`src/rtl/mux_sweep_pkg.sv`:
```
// Shared constants and helpers for the 2:1 mux truth-table sweep controller.
package mux_sweep_pkg;

  localparam int unsigned NUM_VEC = 8;
  localparam int unsigned IDX_W   = 3;
  localparam int unsigned ST_W    = 2;

  localparam logic [7:0] EXPECTED_TRUTH = 8'hCA;

  typedef logic [ST_W-1:0] state_t;

  localparam state_t ST_IDLE  = 2'd0;
  localparam state_t ST_DRIVE = 2'd1;
  localparam state_t ST_DONE  = 2'd2;

  // Ideal mux response for vector {s,d1,d0} = idx.
  function automatic logic exp_bit(input logic [IDX_W-1:0] idx);
    return idx[2] ? idx[1] : idx[0];
  endfunction

endpackage

```
`src/rtl/mux_sweep_ctrl.sv`:
```
// Walks all {s,d1,d0} vectors into a 2:1 mux, captures y per vector and flags mismatches.
module mux_sweep_ctrl
  import mux_sweep_pkg::*;
#(
  parameter int unsigned HOLD_CYCLES = 4,
  parameter int unsigned CNT_W       = 3
) (
  input  logic       clk,
  input  logic       rst_n,
  input  logic       start,
  input  logic       y,
  output logic       s,
  output logic       d0,
  output logic       d1,
  output logic       busy,
  output logic       done,
  output logic [7:0] truth,
  output logic       err,
  output logic [2:0] first_err_idx
);

  localparam logic [CNT_W-1:0] CNT_LAST = CNT_W'(HOLD_CYCLES - 1);
  localparam logic [IDX_W-1:0] IDX_LAST = IDX_W'(NUM_VEC - 1);

  state_t           state_q, state_d;
  logic [IDX_W-1:0] idx_q, idx_d;
  logic [CNT_W-1:0] cnt_q, cnt_d;
  logic [IDX_W-1:0] vec_q, vec_d;
  logic             busy_d, done_d, err_d;
  logic [7:0]       truth_d;
  logic [2:0]       fei_d;

  // State, counters and all registered outputs.
  always_ff @(posedge clk or negedge rst_n) begin
    if (!rst_n) begin
      state_q       <= ST_IDLE;
      idx_q         <= '0;
      cnt_q         <= '0;
      vec_q         <= '0;
      busy          <= 1'b0;
      done          <= 1'b0;
      truth         <= '0;
      err           <= 1'b0;
      first_err_idx <= '0;
    end else begin
      state_q       <= state_d;
      idx_q         <= idx_d;
      cnt_q         <= cnt_d;
      vec_q         <= vec_d;
      busy          <= busy_d;
      done          <= done_d;
      truth         <= truth_d;
      err           <= err_d;
      first_err_idx <= fei_d;
    end
  end

  // Next-state, hold counting and capture of y on the last held cycle.
  always_comb begin
    state_d = state_q;
    idx_d   = idx_q;
    cnt_d   = cnt_q;
    vec_d   = '0;
    busy_d  = 1'b0;
    done_d  = 1'b0;
    truth_d = truth;
    err_d   = err;
    fei_d   = first_err_idx;

    case (state_q)
      ST_IDLE: begin
        if (start) begin
          state_d = ST_DRIVE;
          idx_d   = '0;
          cnt_d   = '0;
          busy_d  = 1'b1;
          truth_d = '0;
          err_d   = 1'b0;
          fei_d   = '0;
        end
      end

      ST_DRIVE: begin
        busy_d = 1'b1;
        vec_d  = idx_q;
        if (cnt_q == CNT_LAST) begin
          truth_d[idx_q] = y;
          if ((y != exp_bit(idx_q)) && !err) begin
            err_d = 1'b1;
            fei_d = idx_q;
          end
          cnt_d = '0;
          if (idx_q != IDX_LAST) begin
            idx_d = idx_q + IDX_W'(1);
            vec_d = idx_d;
          end else begin
            state_d = ST_DONE;
            idx_d   = '0;
            busy_d  = 1'b0;
            done_d  = 1'b1;
            vec_d   = '0;
          end
        end else begin
          cnt_d = cnt_q + CNT_W'(1);
        end
      end

      ST_DONE: begin
        state_d = ST_IDLE;
      end

      default: begin
        state_d = ST_IDLE;
        idx_d   = '0;
        cnt_d   = '0;
      end
    endcase
  end

  // Mux drive pins come straight from the vector register.
  assign s  = vec_q[2];
  assign d1 = vec_q[1];
  assign d0 = vec_q[0];

endmodule

```
`config.mk`:
```
export PLATFORM = sky130hd
export DESIGN_NAME = mux_sweep_ctrl
export DESIGN_NICKNAME = d
export VERILOG_FILES = /design/src/rtl/mux_sweep_pkg.sv /design/src/rtl/mux_sweep_ctrl.sv
export SDC_FILE = /design/constraint.sdc
export NUM_CORES = 1
export LEC_CHECK = 0
export ABC_AREA = 1
export BUFFER_PORTS_ARGS = -buffer_cell sky130_fd_sc_hd__buf_2
export CORE_UTILIZATION = 49
export DETAILED_ROUTE_END_ITERATION = 16
export GPL_TIMING_DRIVEN = 1
export PLACE_DENSITY = 0.74
export REMOVE_ABC_BUFFERS = 1
export SETUP_SLACK_MARGIN = 0.4
export SYNTH_ARGS = -nofsm -noshare
export SYNTH_HDL_FRONTEND = slang
export SYNTH_SLANG_ARGS = --single-unit
```
`constraint.sdc`:
```
create_clock -name clk -period 1.5 [get_ports clk]
set_clock_uncertainty 0.2 [all_clocks]
set_input_delay 0.15 -clock clk [delete_from_list [all_inputs] [get_ports clk]]
set_output_delay 0.15 -clock clk [all_outputs]
set_load 0.01 [all_outputs]
```
=== Yosys cells after proc, flatten, opt, wreduce, memory -nomap -nowiden ===
Index checks and enable logic that the tools add are counted.

* Register bits: 25
* Input bits: 4
* Output and inout port bits: 17
* Logic and storage cells: 64

* $add $sub $neg: 2
* Order comparisons: 2
* Eq/ne operators: 9
* Mux-type cells: 32
* Bitwise gates (word level): 1
* Reduce and logical (&&, ||, !) cells: 9

{| class="wikitable"
|+ Operators by type and width
! kind !! number
|-
| $mux 3 || 7
|-
| $pmux 3 s3 || 2
|-
| $mux 8 || 2
|-
| $pmux 8 s2 || 1
|-
| $mux 1 || 11
|-
| $bwmux 8 || 1
|-
| $ne 2x2->1 const B || 4
|-
| $add 3x1->3 const B || 2
|-
| $mux 2 || 3
|-
| $pmux 3 s2 || 1
|-
| $reduce_and 3->1 || 2
|-
| $lt 3x4->1 const B || 1
|-
| $pmux 1 s2 || 2
|-
| $pmux 2 s2 || 1
|-
| $reduce_and 4->1 || 1
|-
| $demux 1 s3 || 1
|-
| $eq 3x2->1 const B || 1
|-
| $ge 3x1->1 const B || 1
|-
| $ne 3x3->1 const B || 1
|-
| $eq 2x1->1 const B || 1
|-
| $eq 2x2->1 const B || 1
|-
| $logic_and 1x1->1 || 2
|-
| $logic_not 2->1 || 1
|-
| $reduce_and 2->1 || 1
|-
| other kinds (4) || 4
|}

=== Logic depth before layout (Yosys ltp) ===
* Depth after elaboration: 7
* Mapped depth: 9
* Depth with buffers taken out: 9

=== Least setup slack after synthesis ===
Ideal clock, no wire load.

* Path kind: register -> register
* Start: register idx_q[0]
* End: register idx_q[2]
* Library setup time: 123 ps
* Arrival time: 1112 ps
* Required time: 1177 ps
* Setup slack: 65 ps
* Cell stages (with the launch flop): 6
* Buffers on the path: 0
* Period minus slack after synthesis: 1435 ps
* Cell sequence: dfrtp_1 -> ha_1 -> ha_1 -> nand2_1 -> o21a_1 -> o21ai_1

* Word-level cells in the longest chain between the ends: 4
* Elaborated cells on any way between the ends: 5
* Classes of those cells: 1 x add/sub; 1 x eq/ne; 3 x mux

{| class="wikitable"
|+ Ends and longest elaborated chain
! item !! line !! RTL
|-
| from (decl) || mux_sweep_ctrl.sv:26 || <nowiki>logic [IDX_W-1:0] idx_q, idx_d;</nowiki>
|-
| from (signal assigned) || mux_sweep_ctrl.sv:47 || <nowiki>idx_q <= idx_d;</nowiki>
|-
| $add 3x1->3 or $ne 3x3->1 (tied branches) || mux_sweep_ctrl.sv:94, mux_sweep_ctrl.sv:93 ||
|-
| $mux 3 (*) || mux_sweep_ctrl.sv:93 || <nowiki>if (idx_q != IDX_LAST) begin</nowiki>
|-
| $mux 3 (*) || mux_sweep_ctrl.sv:86 || <nowiki>if (cnt_q == CNT_LAST) begin</nowiki>
|-
| $pmux 3 s3 (*) || mux_sweep_ctrl.sv:70 || <nowiki>case (state_q)</nowiki>
|}

Every way passes the cells marked *; elsewhere a longest branch is shown, timed or not.
A chain may end at the register's enable or synchronous reset.

=== Worst setup path after layout ===
* Start: register cnt_q[0]
* End: register truth[4]

* Word-level cells in the longest chain between the ends: 3

{| class="wikitable"
|+ Ends and longest elaborated chain
! item !! line !! RTL
|-
| from (decl) || mux_sweep_ctrl.sv:27 || <nowiki>logic [CNT_W-1:0] cnt_q, cnt_d;</nowiki>
|-
| from (signal assigned) || mux_sweep_ctrl.sv:48 || <nowiki>cnt_q <= cnt_d;</nowiki>
|-
| $eq 3x2->1 || mux_sweep_ctrl.sv:86 ||
|-
| $ne 2x2->1 (no source line) || - ||
|-
| $reduce_and 3->1 (no source line) || - ||
|-
| to (signal assigned) || mux_sweep_ctrl.sv:52 || <nowiki>truth <= truth_d;</nowiki>
|-
| to (decl) || mux_sweep_ctrl.sv:17 || <nowiki>output logic [7:0] truth,</nowiki>
|}

Every way passes these cells.

==> results.py <==
metrics = {
    "run_status": {
        "status": "finished with violations",
        "violations": "hold timing, setup timing",
    },
    "sta": {
        "max_freq_mhz": 622,
        "finalCritPeriodShare_pct": 107,
        "rsz0062_at_grt": "true",
        "slew_viol_final": 0,
        "worst_pin_slew_ps": 538,
        "setup_viol": 23,
        "period_minus_slack_ps": 1610,
        "timing.hold.ws_ps": -12.0,
        "tns_ps": -1650,
        "fin_ws_ps": -107,
        "final-hold-violation-count": 4,
        "relSlewSlack_pct": 64.2,
    },
    "routing": {
        "drc": 0,
        "vias_per_cell": 5.13,
        "drt_pass1_iterations": 4,
        "finalWirelength_mm": 3.02,
        "vias": 1139,
        "post_drt_wl_per_cell_um": 13.6,
        "drt_iter0_markers": 18,
        "ant_nets": 0,
    },
    "setup_path": {
        "crit_type": "reg -> reg",
        "end_kind": "register",
        "crit_fanout": 8,
        "endpoint": "truth[4]",
        "arrival_ps": 1690,
        "cp_data_required_time_ps": 1580,
        "crit_start": "cnt_q[0]",
        "r2r_cells": 9,
        "start_kind": "register",
        "regToRegSetupSlack_ps": -110,
        "r2r_end": "truth[4]",
        "rr_startpoint": "cnt_q[0]",
    },
    "pwr": {
        "irDropWorstVdd_mv": 1.38,
        "p_int_mw": 1.92,
        "total_power_mw": 3.30,
        "p_switching_mw": 1.37,
        "leakagePower_nw": 0.950,
        "swShare_pct": 41.6,
        "power_density_nw_per_um2": 1890,
        "power_frac_clock_pct": 9.1,
        "seqPwrFrac_pct": 32.1,
        "pwr-share-comb_pct": 58.8,
    },
    "yosys": {
        "synth.distinct_cells": 22,
        "synthCells": 141,
        "avgSynthCellArea_um2": 8.68,
        "ys_ff_latch": 25,
        "ys_seq_area_share_pct": 51.1,
        "yosysWarnings": 0,
        "syn-cell-area_um2": 1220,
    },
    "grt": {
        "grt_first_pass_wirelength_mm": 4.73,
        "grt_use_total_pct": 24.3,
        "grt_max_degree": 26,
        "overflow": 0,
        "grt_antenna_before_repair": 0,
        "grt_pass1_vias": 1069,
    },
    "floorplanning": {
        "die_width_um": 52.0,
        "core_area_um2": 2280,
        "die_area_um2": 2700,
        "initial_core_util_pct": 53.8,
        "rows": 17,
        "io-pin-count": 21,
        "die_h_um": 52.0,
    },
    "clock_tree": {
        "cts.path.max_buffers": 2,
        "cts_tree": "built",
        "clock-sinks": 25,
        "clk_pin_slew_ps": 130,
        "insertion_delay_ps": 330,
        "cts_inserted_buffers": 3,
        "ctsHoldBuffers": 1,
        "htreeDepth": 1,
        "clockRootBuffer": "clkbuf_4",
    },
    "placement": {
        "place_area_um2": 1420,
        "portBuffers": 20,
        "dp.cells": 197,
        "gp_congestion": 0.850,
        "dp_hpwl_mm": 1.72,
    },
    "finish": {
        "finalNonFillerCells": 222,
        "fin_util_pct": 76.7,
        "n_antenna_cell": 0,
        "most-common-layout-cells": "nand2_1 (33), dfrtp_1 (24), buf_4 (19)",
        "final_area_um2": 1750,
        "fin_nets": 203,
        "layout_commonest_cell": "nand2_1",
        "area_delta_synth_final_pct": 42.6,
        "final_layout_size_suffix_gt1_share_pct": 43.3,
    },
    "job": {
        "cap_violations": 0,
    },
    "worst_hold_path": {
        "hold_class": "in -> reg",
    },
}
==> worst min path at each step <==
stage                     startpoint        to  depth (start not counted)
after floorplan                rst_n      busy                          0
after global placement         rst_n      done                          1
after detailed placement       rst_n  cnt_q[0]                          1
after CTS                      start  cnt_q[0]                          4
after global routing           start  idx_q[1]                          4
final                          start  idx_q[0]                          4
==> metal layers <==
metal / GRT usage, % / vias to the layer above / share of wire (%)
li1: - / 553 / -
met1: 31.6 / 540 / 43
met2: 38.7 / 34 / 49
met3: 3.51 / 12 / 4.4
met4: 13.5 / 0 / 3.9
met5: 0 / - / 0
==> flip-flops by register name, indices dropped and copies added, names as in the netlist <==
name / flops
busy: 1
first_err_idx: 3
done: 1
truth: 8
vec_q: 3
cnt_q: 3
err: 1
idx_q: 3
state_q: 2
==> layout make-up <==
cell class / instances / area [um2]
Clock buffer: 3 / 22.5
Clock inverter: 1 / 5.00
Fill cell: 155 / 531
Inverter: 17 / 81.3
Multi-Input combinational cell: 99 / 591
Sequential cell: 25 / 627
Tap cell: 28 / 35.0
Timing Repair Buffer: 49 / 384
==> cell families (layout without fill, tap and decap cells) <==
| family | count (synthesis) | in the layout | synth area share, % |
|---|---|---|---|
| adder cells (fa/ha/maj) | 4 | 4 | 4.09 |
| buffers and inverters | 18 | 70 | 6.03 |
| flip-flops | 25 | 25 | 51.1 |
| AO/OA/AOI/OAI | 20 | 20 | 9.71 |
| AND/OR/NAND/NOR | 74 | 75 | 29.0 |
==> worst max-delay path: stages (launching register included) <==
cell and delay [ps]:
dfrtp_1 400, ha_2 190, inv_2 50, nor2_4 160, nand2_4 110, nand2_4 120, nand3_4 100, inv_8 100
nand2_1 60, nand2_1 60
==> per-stage QoR <==
| step | hold WS [ps] | setup WS [ps] |
|---|---|---|
| 2_1_floorplan | -346 | 65.1 |
| 3_3_place_gp | -42.8 | 7.71 |
| 3_5_place_dp | -34.0 | -66.0 |
| 4_1_cts | -56.3 | -72.2 |
| 5_1_grt | -5.16 | -242 |
| 6_report | -12.0 | -107 |
==> cells in the mapped netlist <==
library cell | instances | area, um2
nand2_4 | 1 | 11.3
nand2_1 | 42 | 158
nand4_1 | 1 | 6.26
a21oi_1 | 1 | 5.00
o21a_1 | 3 | 22.5
o211ai_1 | 2 | 15.0
inv_4 | 1 | 6.26
nor2_4 | 2 | 22.5
inv_1 | 12 | 45.0
o21ai_0 | 4 | 20.0
nand3_2 | 1 | 10.0
dfrtp_1 | 25 | 626
buf_4 | 1 | 7.51
nand2_2 | 2 | 12.5
ha_1 | 4 | 50.1
nand3_1 | 7 | 35.0
inv_2 | 4 | 15.0
o21ai_1 | 8 | 40.0
a22o_1 | 1 | 8.76
a21boi_0 | 1 | 7.51
nor2_8 | 2 | 40.0
nor2_1 | 16 | 60.1
==> power by group through the flow <==
stage                     sequential, mW  clock [mW]  combinational [mW]
after floorplan                     1.16           0               0.760
after global placement              1.07           0                1.30
after detailed placement            1.07           0                1.34
after CTS                           1.05       0.313                1.74
after global routing                1.08       0.337                2.12
final                               1.06       0.300                1.94
==> timing repair <==
action	CTS	global route
resized for setup	21	19
pin swaps	10	8
endpoints found under the hold margin	33	2
buffers inserted	14	5
endpoints found under the setup margin	42	42
cloned	1	0
Power figures use the tool's default switching activity.
